===== src/rtl/sprite_pkg.sv =====
// Shared constants, FSM state type and ROM address helper for the sprite line fetcher.
package sprite_pkg;

  localparam int unsigned SPR_W  = 26;
  localparam int unsigned SPR_H  = 32;
  localparam int unsigned ADDR_W = 10;
  localparam int unsigned PIX_W  = 3;

  localparam int unsigned COL_W = $clog2(SPR_W);
  localparam int unsigned ROW_W = $clog2(SPR_H);

  localparam logic [PIX_W-1:0] TRANSPARENT_IDX = '0;

  typedef enum logic [1:0] {IDLE, FETCH, DRAIN} fetch_state_t;

  // Full-width address so callers can check it fits ADDR_W before truncating.
  function automatic logic [31:0] rom_addr_full(input logic [ROW_W-1:0] row,
                                                input logic [COL_W-1:0] col);
    return 32'(row) * SPR_W + 32'(col);
  endfunction

endpackage


===== src/rtl/sprite_line_fetch_if.sv =====
// Sprite ROM read bus: address out from the fetcher, data back with one cycle of latency.
interface sprite_line_fetch_if;
  import sprite_pkg::*;

  logic [ADDR_W-1:0] rom_addr;
  logic [PIX_W-1:0]  rom_q;

  modport master (output rom_addr, input rom_q);
  modport slave  (input rom_addr, output rom_q);

endinterface


===== src/rtl/sprite_line_buf.sv =====
// One sprite row of palette indices: synchronous write port, asynchronous read port.
module sprite_line_buf
  import sprite_pkg::*;
(
  input  logic             clk,
  input  logic             we,
  input  logic [COL_W-1:0] waddr,
  input  logic [PIX_W-1:0] wdata,
  input  logic [COL_W-1:0] raddr,
  output logic [PIX_W-1:0] rdata
);

  logic [PIX_W-1:0] mem [SPR_W];

  always_ff @(posedge clk) begin
    if (we && (32'(waddr) < SPR_W)) begin
      mem[waddr] <= wdata;
    end
  end

  // Index range exceeds SPR_W; out-of-range reads return transparent.
  assign rdata = (32'(raddr) < SPR_W) ? mem[raddr] : TRANSPARENT_IDX;

endmodule


===== src/rtl/sprite_line_fetch.sv =====
// Fetches one sprite row into a line buffer during hblank and emits palette indices in active video.
// Optional horizontal mirroring is enabled by defining SPRITE_FLIP_EN.
module sprite_line_fetch
  import sprite_pkg::*;
(
  input  logic                 clk,
  input  logic                 reset_n,
  input  logic                 line_start,
  input  logic [9:0]           next_y,
  input  logic [9:0]           spr_x,
  input  logic [9:0]           spr_y,
`ifdef SPRITE_FLIP_EN
  input  logic                 flip,
`endif
  input  logic [9:0]           draw_x,
  sprite_line_fetch_if.master  rom,
  output logic                 busy,
  output logic                 pix_valid,
  output logic [PIX_W-1:0]     pix_idx
);

  fetch_state_t      state_q;
  logic [ROW_W-1:0]  row_q;
  logic [COL_W-1:0]  col_q;
  logic              flip_q;
  logic              line_valid_q;
  logic [ADDR_W-1:0] addr_q;
  logic              busy_q;
  logic              pix_valid_q;
  logic [PIX_W-1:0]  pix_idx_q;

  logic              flip_in;
  logic [10:0]       row_diff;
  logic              row_hit;
  logic [31:0]       addr_full_d;
  logic              wr_en;
  logic [COL_W-1:0]  wr_col;
  logic [COL_W-1:0]  wr_idx;
  logic [10:0]       dx;
  logic              dx_hit;
  logic [PIX_W-1:0]  rd_data;

`ifdef SPRITE_FLIP_EN
  assign flip_in = flip;
`else
  assign flip_in = 1'b0;
`endif

  // Top bit of the 11-bit difference is the borrow: scanline above the sprite.
  assign row_diff = {1'b0, next_y} - {1'b0, spr_y};
  assign row_hit  = !row_diff[10] && (row_diff[9:0] < 10'(SPR_H));

  // Address register is loaded one cycle ahead so column k is on the bus in FETCH cycle k.
  always_comb begin
    addr_full_d = rom_addr_full(row_q, col_q + 1'b1);
    if (state_q == IDLE) begin
      addr_full_d = rom_addr_full(row_diff[ROW_W-1:0], '0);
    end
  end

  // ROM data trails the address by one cycle; DRAIN captures the final column.
  always_comb begin
    wr_en  = 1'b0;
    wr_col = '0;
    if (state_q == FETCH && col_q != '0) begin
      wr_en  = 1'b1;
      wr_col = col_q - 1'b1;
    end else if (state_q == DRAIN) begin
      wr_en  = 1'b1;
      wr_col = col_q;
    end
    wr_idx = flip_q ? (COL_W'(SPR_W - 1) - wr_col) : wr_col;
  end

  always_ff @(posedge clk or negedge reset_n) begin
    if (!reset_n) begin
      state_q      <= IDLE;
      row_q        <= '0;
      col_q        <= '0;
      flip_q       <= 1'b0;
      line_valid_q <= 1'b0;
      addr_q       <= '0;
      busy_q       <= 1'b0;
    end else begin
      unique case (state_q)
        IDLE: begin
          if (line_start) begin
            line_valid_q <= 1'b0;
            if (row_hit) begin
              assert (addr_full_d < 32'(2 ** ADDR_W));
              row_q   <= row_diff[ROW_W-1:0];
              col_q   <= '0;
              flip_q  <= flip_in;
              addr_q  <= addr_full_d[ADDR_W-1:0];
              busy_q  <= 1'b1;
              state_q <= FETCH;
            end
          end
        end
        FETCH: begin
          if (col_q == COL_W'(SPR_W - 1)) begin
            state_q <= DRAIN;
          end else begin
            assert (addr_full_d < 32'(2 ** ADDR_W));
            col_q  <= col_q + 1'b1;
            addr_q <= addr_full_d[ADDR_W-1:0];
          end
        end
        DRAIN: begin
          line_valid_q <= 1'b1;
          busy_q       <= 1'b0;
          state_q      <= IDLE;
        end
        default: state_q <= IDLE;
      endcase
    end
  end

  sprite_line_buf u_buf (
    .clk   (clk),
    .we    (wr_en),
    .waddr (wr_idx),
    .wdata (rom.rom_q),
    .raddr (dx[COL_W-1:0]),
    .rdata (rd_data)
  );

  assign dx     = {1'b0, draw_x} - {1'b0, spr_x};
  assign dx_hit = !dx[10] && (dx[9:0] < 10'(SPR_W));

  always_ff @(posedge clk or negedge reset_n) begin
    if (!reset_n) begin
      pix_valid_q <= 1'b0;
      pix_idx_q   <= TRANSPARENT_IDX;
    end else if (line_valid_q && dx_hit && rd_data != TRANSPARENT_IDX) begin
      pix_valid_q <= 1'b1;
      pix_idx_q   <= rd_data;
    end else begin
      pix_valid_q <= 1'b0;
      pix_idx_q   <= TRANSPARENT_IDX;
    end
  end

  assign rom.rom_addr = addr_q;
  assign busy         = busy_q;
  assign pix_valid    = pix_valid_q;
  assign pix_idx      = pix_idx_q;

endmodule


===== src/flat_wrapper.sv =====
// flat-port wrapper written by rule: the top's interface ports become plain ports
module sprite_line_fetch_flat import sprite_pkg::*;
  (clk, reset_n, line_start, next_y, spr_x, spr_y, draw_x, busy, pix_valid, pix_idx, rom_rom_addr, rom_rom_q);
  sprite_line_fetch_if rom_i ();
  input  logic clk;
  input  logic reset_n;
  input  logic line_start;
  input  logic [9:0] next_y;
  input  logic [9:0] spr_x;
  input  logic [9:0] spr_y;
  input  logic [9:0] draw_x;
  output logic busy;
  output logic pix_valid;
  output logic [PIX_W-1:0] pix_idx;
  output wire logic [$bits(rom_i.rom_addr)-1:0] rom_rom_addr;
  input wire logic [$bits(rom_i.rom_q)-1:0] rom_rom_q;
  assign rom_rom_addr = rom_i.rom_addr;
  assign rom_i.rom_q = rom_rom_q;
  sprite_line_fetch u_core (.clk(clk), .reset_n(reset_n), .line_start(line_start), .next_y(next_y), .spr_x(spr_x), .spr_y(spr_y), .draw_x(draw_x), .rom(rom_i), .busy(busy), .pix_valid(pix_valid), .pix_idx(pix_idx));
endmodule

===== config.mk =====
export PLATFORM = sky130hd
export DESIGN_NAME = sprite_line_fetch_flat
export DESIGN_NICKNAME = d
export VERILOG_FILES = /design/src/rtl/sprite_pkg.sv /design/src/rtl/sprite_line_fetch_if.sv /design/src/rtl/sprite_line_buf.sv /design/src/rtl/sprite_line_fetch.sv /design/src/flat_wrapper.sv
export SDC_FILE = /design/constraint.sdc
export NUM_CORES = 1
export LEC_CHECK = 0
export ABC_AREA = 0
export CAP_MARGIN = 20
export CORE_UTILIZATION = 50
export CTS_CLUSTER_DIAMETER = 40
export CTS_CLUSTER_SIZE = 20
export DETAILED_ROUTE_END_ITERATION = 6
export MAX_ROUTING_LAYER = met4
export PLACE_DENSITY = 0.77
export SETUP_SLACK_MARGIN = 0.2
export SYNTH_ARGS = -nofsm -noshare
export SYNTH_HDL_FRONTEND = slang
export SYNTH_HIERARCHICAL = 1
export SYNTH_SLANG_ARGS = --single-unit

===== constraint.sdc =====
create_clock -name clk -period 4.35 [get_ports clk]
set_input_delay 0.435 -clock clk [delete_from_list [all_inputs] [get_ports clk]]
set_output_delay 0.435 -clock clk [all_outputs]
set_load 0.02 [all_outputs]

==> results.cfg, run 1 <==
[power_and_ir_drop]
switching_power_w = 0.00138
internal-power_w = 0.00234
ir_drop_mv = 0.324
cellPowerDensity_nw_per_um2 = 497
p_comb_share_pct = 42.4
swShare_pct = 37.1
power_leakage_nw = 3.09
seq_power_share_pct = 36.4
power_frac_clock_pct = 21.1

[die]
placeableCoreArea_sq_um = 12600
die_area_sq_um = 13400
die_width_microns = 116
start_util_pct = 51.3
dieHeight_microns = 116
io_pins = 61
num_rows = 41

[global_route]
overflow = 0
globalRouteTotalUtil_pct = 21.7
grt_max_degree = 32
grt_pass1_vias = 4625
grt_pass1_wl_mm = 21.7
antenna_found_initial = 0

[yosys]
synth.avg_cell_area_sq_um = 11.4
synthFlopType = edfxtp_1
synth.distinct_cells = 64
synth_area_sq_um = 6480
synthesis.nets = 674
yosysWarnings = 6
ys_ff_latch = 106
netlist_instances = 566
synth_edf_count = 78
ys_seq_area_share_pct = 47.0
async_reset_ff_share_pct = 26.4

[clock_network]
ctsLongestPathBuffers = 2
post_cts_resized = 0
cts_tree = yes
post_cts_buffers = 0
cts_root_buffer = clkbuf_16
cts_num_sinks = 106
path_clk_slew_ps = 70
h-tree-depth = 3
worstSkewPairLatency_ps = 350
cts_hold_buf = 0
numCtsBuffers = 9

[sta]
clock_skew_ps = 8.88
fin_crit_ps = 4000
rsz0062_at_grt = false
tightest_slew_ps = 963
timing.final.ws_setup_ps = 354
fin_crit_sh_pct = 91.9
finalSetupViolations = 0
final_max_slew_viol_count = 0
hold_viol = 0
timing.fmax_ghz = 0.250
hold_slack_ps = 474
fin_setup_tns_ps = 0
maxSlewHeadroom_pct = 35.6

[flow_run]
maxCapViolCount = 0

[routing]
wl_per_cell_microns = 16.6
first_pass_iters = 5
routed_wl_mm = 13.3
drt_iter0_drc = 359
drc = 0
ant_nets = 0
viasPerCell = 5.65
via_count = 4530

[cells_and_area]
layout.nets = 733
syn2layout_area_growth_pct = 15.7
antenna_cells = 0
n_fill_cell = 1024
finalNonFillerCells = 802
layout_commonest_cell = edfxtp_1
final_util_pct = 59.4
layout-drive-gt1-share_pct = 7.78
final_cell_mix = edfxtp_1, clkdlybuf4s50_1, ha_1

[min_path]
min_path_type = input port to asynchronous set/reset pin

[worst_setup_path]
path_buf_inv = 2
cp.depth = 15
crit_path_cell_trace = clkdlybuf4s50_1 -> ha_1 -> inv_1 -> fa_1 -> xor2_1 -> ha_1 -> fa_1 -> ha_1 -> a21o_1 -> a21oi_1 -> o21bai_1 -> a21oi_1 -> xnor2_1 -> mux2_2 -> mux2_2
cp_slowest_stage_delay_ps = 500
cp_max_fo = 4
cp_data_arrival_time_ps = 4220
cp_slowest_cell = fa_1
crit_top_cell = ha_1
worstPathRequired_ps = 4580
reg2reg_depth = 10
critPathLaunchType = input port
crit_family = adder cells
critPathKind = input port to flop
cp-end-kind = flop

[placement]
dp_hpwl_mm = 9.94
place_inst = 786
gp_congestion = 0.892
port_buffers = 60
post-place-ws_ps = 23.2

[run_status]
outcome = finished, final reports clean
## path summary, 6_finish.rpt
kind                                                  start                                  to  slack, ps
worst max-delay path                               spr_y[0]  u_core/rom.rom_addr[9]$_DFFE_PN0P_        350
worst max register to register  u_core/row_q[1]$_DFFE_PN0P_  u_core/rom.rom_addr[9]$_DFFE_PN0P_        950
min in group clk                    u_core/busy$_DFFE_PN0P_             u_core/busy$_DFFE_PN0P_        490
max in group asynchronous                           reset_n     u_core/line_valid_q$_DFFE_PN0P_       3590
worst min register to register      u_core/busy$_DFFE_PN0P_             u_core/busy$_DFFE_PN0P_        490
worst min-delay path                                reset_n         u_core/row_q[3]$_DFFE_PN0P_        470
## power groups by stage
stage,registers [W],clock network (W),logic (W)
6_report,0.00136,0.000787,0.00158
3_5_place_dp,0.00138,0,0.00156
5_1_grt,0.00138,0.000838,0.00174
2_1_floorplan,0.00139,0,0.00113
4_1_cts,0.00136,0.000801,0.00158
3_3_place_gp,0.00137,0,0.00151
## per-layer routing
metal,vias to the layer above,GRT usage [%],wire (microns)
li1,2191,-,-
met1,2186,26.9,5840
met2,133,35.8,6590
met3,20,3.29,681
met4,0,8.46,241
met5,-,-,0
## area by class of cell
class	instances	area, sq um	share of cell area (%)
Tap cell	172	215	2.87
Timing Repair Buffer	62	616	8.22
Inverter	48	180	2.40
Multi-Input combinational cell	398	3140	42.0
Sequential cell	106	3040	40.6
Clock inverter	7	68.8	0.919
Clock buffer	9	225	3.01
## Yosys cell counts, types with 4 or more instances
| cell | number | area, sq um |
|---|---|---|
| nand4_1 | 14 | 87.6 |
| xnor2_1 | 15 | 131 |
| inv_1 | 48 | 180 |
| nand2_1 | 33 | 124 |
| a21oi_1 | 29 | 145 |
| nor3_1 | 7 | 35.0 |
| fa_1 | 7 | 140 |
| dfrtp_1 | 28 | 701 |
| xor2_1 | 8 | 70.1 |
| mux2_2 | 15 | 169 |
| mux2i_1 | 40 | 400 |
| clkbuf_1 | 4 | 15.0 |
| nand3_1 | 18 | 90.1 |
| ha_1 | 55 | 688 |
| nor2b_1 | 12 | 75.1 |
| nand2b_1 | 5 | 31.3 |
| o21ai_0 | 21 | 105 |
| nor2_1 | 42 | 158 |
| edfxtp_1 | 78 | 2340 |
| o21bai_1 | 4 | 30.0 |
| a22oi_1 | 6 | 45.0 |
| mux2_4 | 4 | 60.1 |
| a21o_1 | 8 | 60.1 |
## flip-flops by register name (all words and copies together), names as in the netlist, 2 cells and up
| name | cells |
|---|---|
| u_core/state_q | 2 |
| u_core/pix_idx | 3 |
| u_core/row_q | 5 |
| u_core/rom.rom_addr | 10 |
| u_core/u_buf/mem | 78 |
| u_core/col_q | 5 |
## metrics by stage
step	power (W)	instance area (sq um)
after global placement	0.00288	7200
final	0.00372	7490
after floorplan	0.00252	6480
after global routing	0.00395	7490
after detailed placement	0.00293	7200
after CTS	0.00373	7490
## kinds of logic (layout without fill, tap and decap cells)
| family | Yosys count | after routing | synth area share (%) |
|---|---|---|---|
| buffers and inverters | 62 | 126 | 4.60 |
| DFF | 106 | 106 | 47.0 |
| adders and majority gates | 62 | 62 | 12.8 |
| AOI/OAI and AO/OA | 100 | 100 | 10.6 |
| and+or+nand+nor | 153 | 153 | 11.9 |
| xor gates and xnor gates | 24 | 24 | 3.48 |
| muxes | 59 | 59 | 9.72 |
No activity file was read; power rests on OpenSTA's default activity.
==> run 2, diff against run 1 <==
Settings changed: MAX_ROUTING_LAYER met4 to unset, SKIP_LAST_GASP set to 1.
==> run 2 against run 1 <==
  * Utilization unchanged
  * Power barely moved
  * Combinational power barely moved
  * Sequential power about the same
  * Cell count unchanged
  * Sequential share of layout area did not move
  * Register-to-register slack about the same
  * Non-clock buffer count unchanged
  * Critical endpoint unchanged
==> results.cfg, run 2 (synthesized netlist as in run 1, its figures left out) <==
[run_status]
outcome = finished, final reports clean

[routing]
via_count = 4539
drt_iter0_drc = 326
viasPerCell = 5.66
wl_per_cell_microns = 16.7
drc = 0
ant_nets = 0
routed_wl_mm = 13.4
first_pass_iters = 5

[worst_setup_path]
cp_data_arrival_time_ps = 4220
reg2reg_from = u_core/row_q[1]$_DFFE_PN0P_
crit_family = adder cells
cp_max_fo = 4
crit_path_cell_trace = clkdlybuf4s50_1 -> ha_1 -> inv_1 -> fa_1 -> xor2_1 -> ha_1 -> fa_1 -> ha_1 -> a21o_1 -> a21oi_1 -> o21bai_1 -> a21oi_1 -> xnor2_1 -> mux2_2 -> mux2_2
path_buf_inv = 2
critPathKind = input port to flop
critPathLaunch = spr_y[0]
cp_slowest_stage_delay_ps = 500
cp_slowest_cell = fa_1
crit_top_cell = ha_1
cp-end-kind = flop
critPathLaunchType = input port
worstPathRequired_ps = 4580

[die]
num_rows = 41
dieHeight_microns = 116
start_util_pct = 51.3
die_width_microns = 116
die_area_sq_um = 13400
io_pins = 61
placeableCoreArea_sq_um = 12600

[clock_network]
worstSkewPairLatency_ps = 350
numCtsBuffers = 9
cts_hold_buf = 0
h-tree-depth = 3
post_cts_resized = 0
path_clk_slew_ps = 70
cts_tree = yes
cts_num_sinks = 106
cts_root_buffer = clkbuf_16
post_cts_buffers = 0
ctsLongestPathBuffers = 2

[sta]
maxSlewHeadroom_pct = 35.4
rsz0062_at_grt = false
hold_viol = 0
timing.fmax_ghz = 0.250
tightest_slew_ps = 965
fin_crit_sh_pct = 91.8
clock_skew_ps = 7.34
fin_setup_tns_ps = 0
hold_slack_ps = 471
final_max_slew_viol_count = 0
finalSetupViolations = 0
timing.final.ws_setup_ps = 357
fin_crit_ps = 3990

[global_route]
top_usage_layer = met2
grt_pass1_wl_mm = 21.7
antenna_found_initial = 0
overflow = 0
grtUsageMet2_pct = 35.9
grt_util_met3_pct = 4.13
grt_max_degree = 32
globalRouteTotalUtil_pct = 21.1
use_met1_pct = 26.8
grt_pass1_vias = 4615

[cells_and_area]
final_cell_mix = edfxtp_1, clkdlybuf4s50_1, ha_1
antenna_cells = 0
syn2layout_area_growth_pct = 15.7
layout_commonest_cell = edfxtp_1
layout-drive-gt1-share_pct = 7.78
regMostFlops = u_core/u_buf/mem
largest_reg_flops = 78
layout.nets = 733

[min_path]
min_path_type = input port to asynchronous set/reset pin

[placement]
post-place-ws_ps = 23.2
port_buffers = 60
dp_hpwl_mm = 9.94
gp_congestion = 0.878

[flow_run]
maxCapViolCount = 0

[power_and_ir_drop]
power_leakage_nw = 3.09
cellPowerDensity_nw_per_um2 = 497
ir_drop_mv = 0.323
==> run 2: area by class of cell <==
class / instances / area (sq um)
Sequential cell: 106 / 3040
Clock inverter: 7 / 68.8
Multi-Input combinational cell: 398 / 3140
Tap cell: 172 / 215
Clock buffer: 9 / 225
Fill cell: 1024 / 5130
Inverter: 48 / 180
Timing Repair Buffer: 62 / 616
==> run 2: final timing paths <==
kind	cells after the start	slack (ps)	endpoint
min in group clk	1	490	u_core/busy$_DFFE_PN0P_
min reg2reg	1	490	u_core/busy$_DFFE_PN0P_
min	2	470	u_core/row_q[3]$_DFFE_PN0P_
max	15	360	u_core/rom.rom_addr[9]$_DFFE_PN0P_
max in group asynchronous	2	3600	u_core/row_q[2]$_DFFE_PN0P_
max reg2reg	10	940	u_core/rom.rom_addr[9]$_DFFE_PN0P_
==> run 2: worst register-to-register path: stages (launching register included) <==
cell	delay (ps)
dfrtp_1	490
ha_1	360
fa_1	520
fa_1	480
xor2_1	310
nand2_1	100
nor2_1	190
nand3_1	120
xor3_1	200
mux2_2	270
mux2_2	260
==> run 2: per-layer routing <==
| metal | part of all wire (%) | vias to the layer above |
|---|---|---|
| li1 | - | 2187 |
| met1 | 44 | 2191 |
| met2 | 49 | 138 |
| met3 | 5.3 | 23 |
| met4 | 1.8 | 0 |
| met5 | 0 | - |
==> run 2: stage by stage <==
step | cell area (sq um) | std cells | utilization, % | power, W
3_5_place_dp | 7200 | 786 | 57.0 | 0.00293
5_1_grt | 7490 | 802 | 59.4 | 0.00395
4_1_cts | 7490 | 802 | 59.4 | 0.00373
3_3_place_gp | 7200 | 786 | 57.0 | 0.00288
6_report | 7490 | 802 | 59.4 | 0.00373
2_1_floorplan | 6480 | 566 | - | 0.00252
==> run 2: where the power goes <==
group / switching (W) / total (W) / internal (W)
Sequential: 0.000105 / 0.00136 / 0.00125
Combinational: 0.000896 / 0.00158 / 0.000686
Clock: 0.000384 / 0.000788 / 0.000403
Total: 0.00139 / 0.00373 / 0.00234
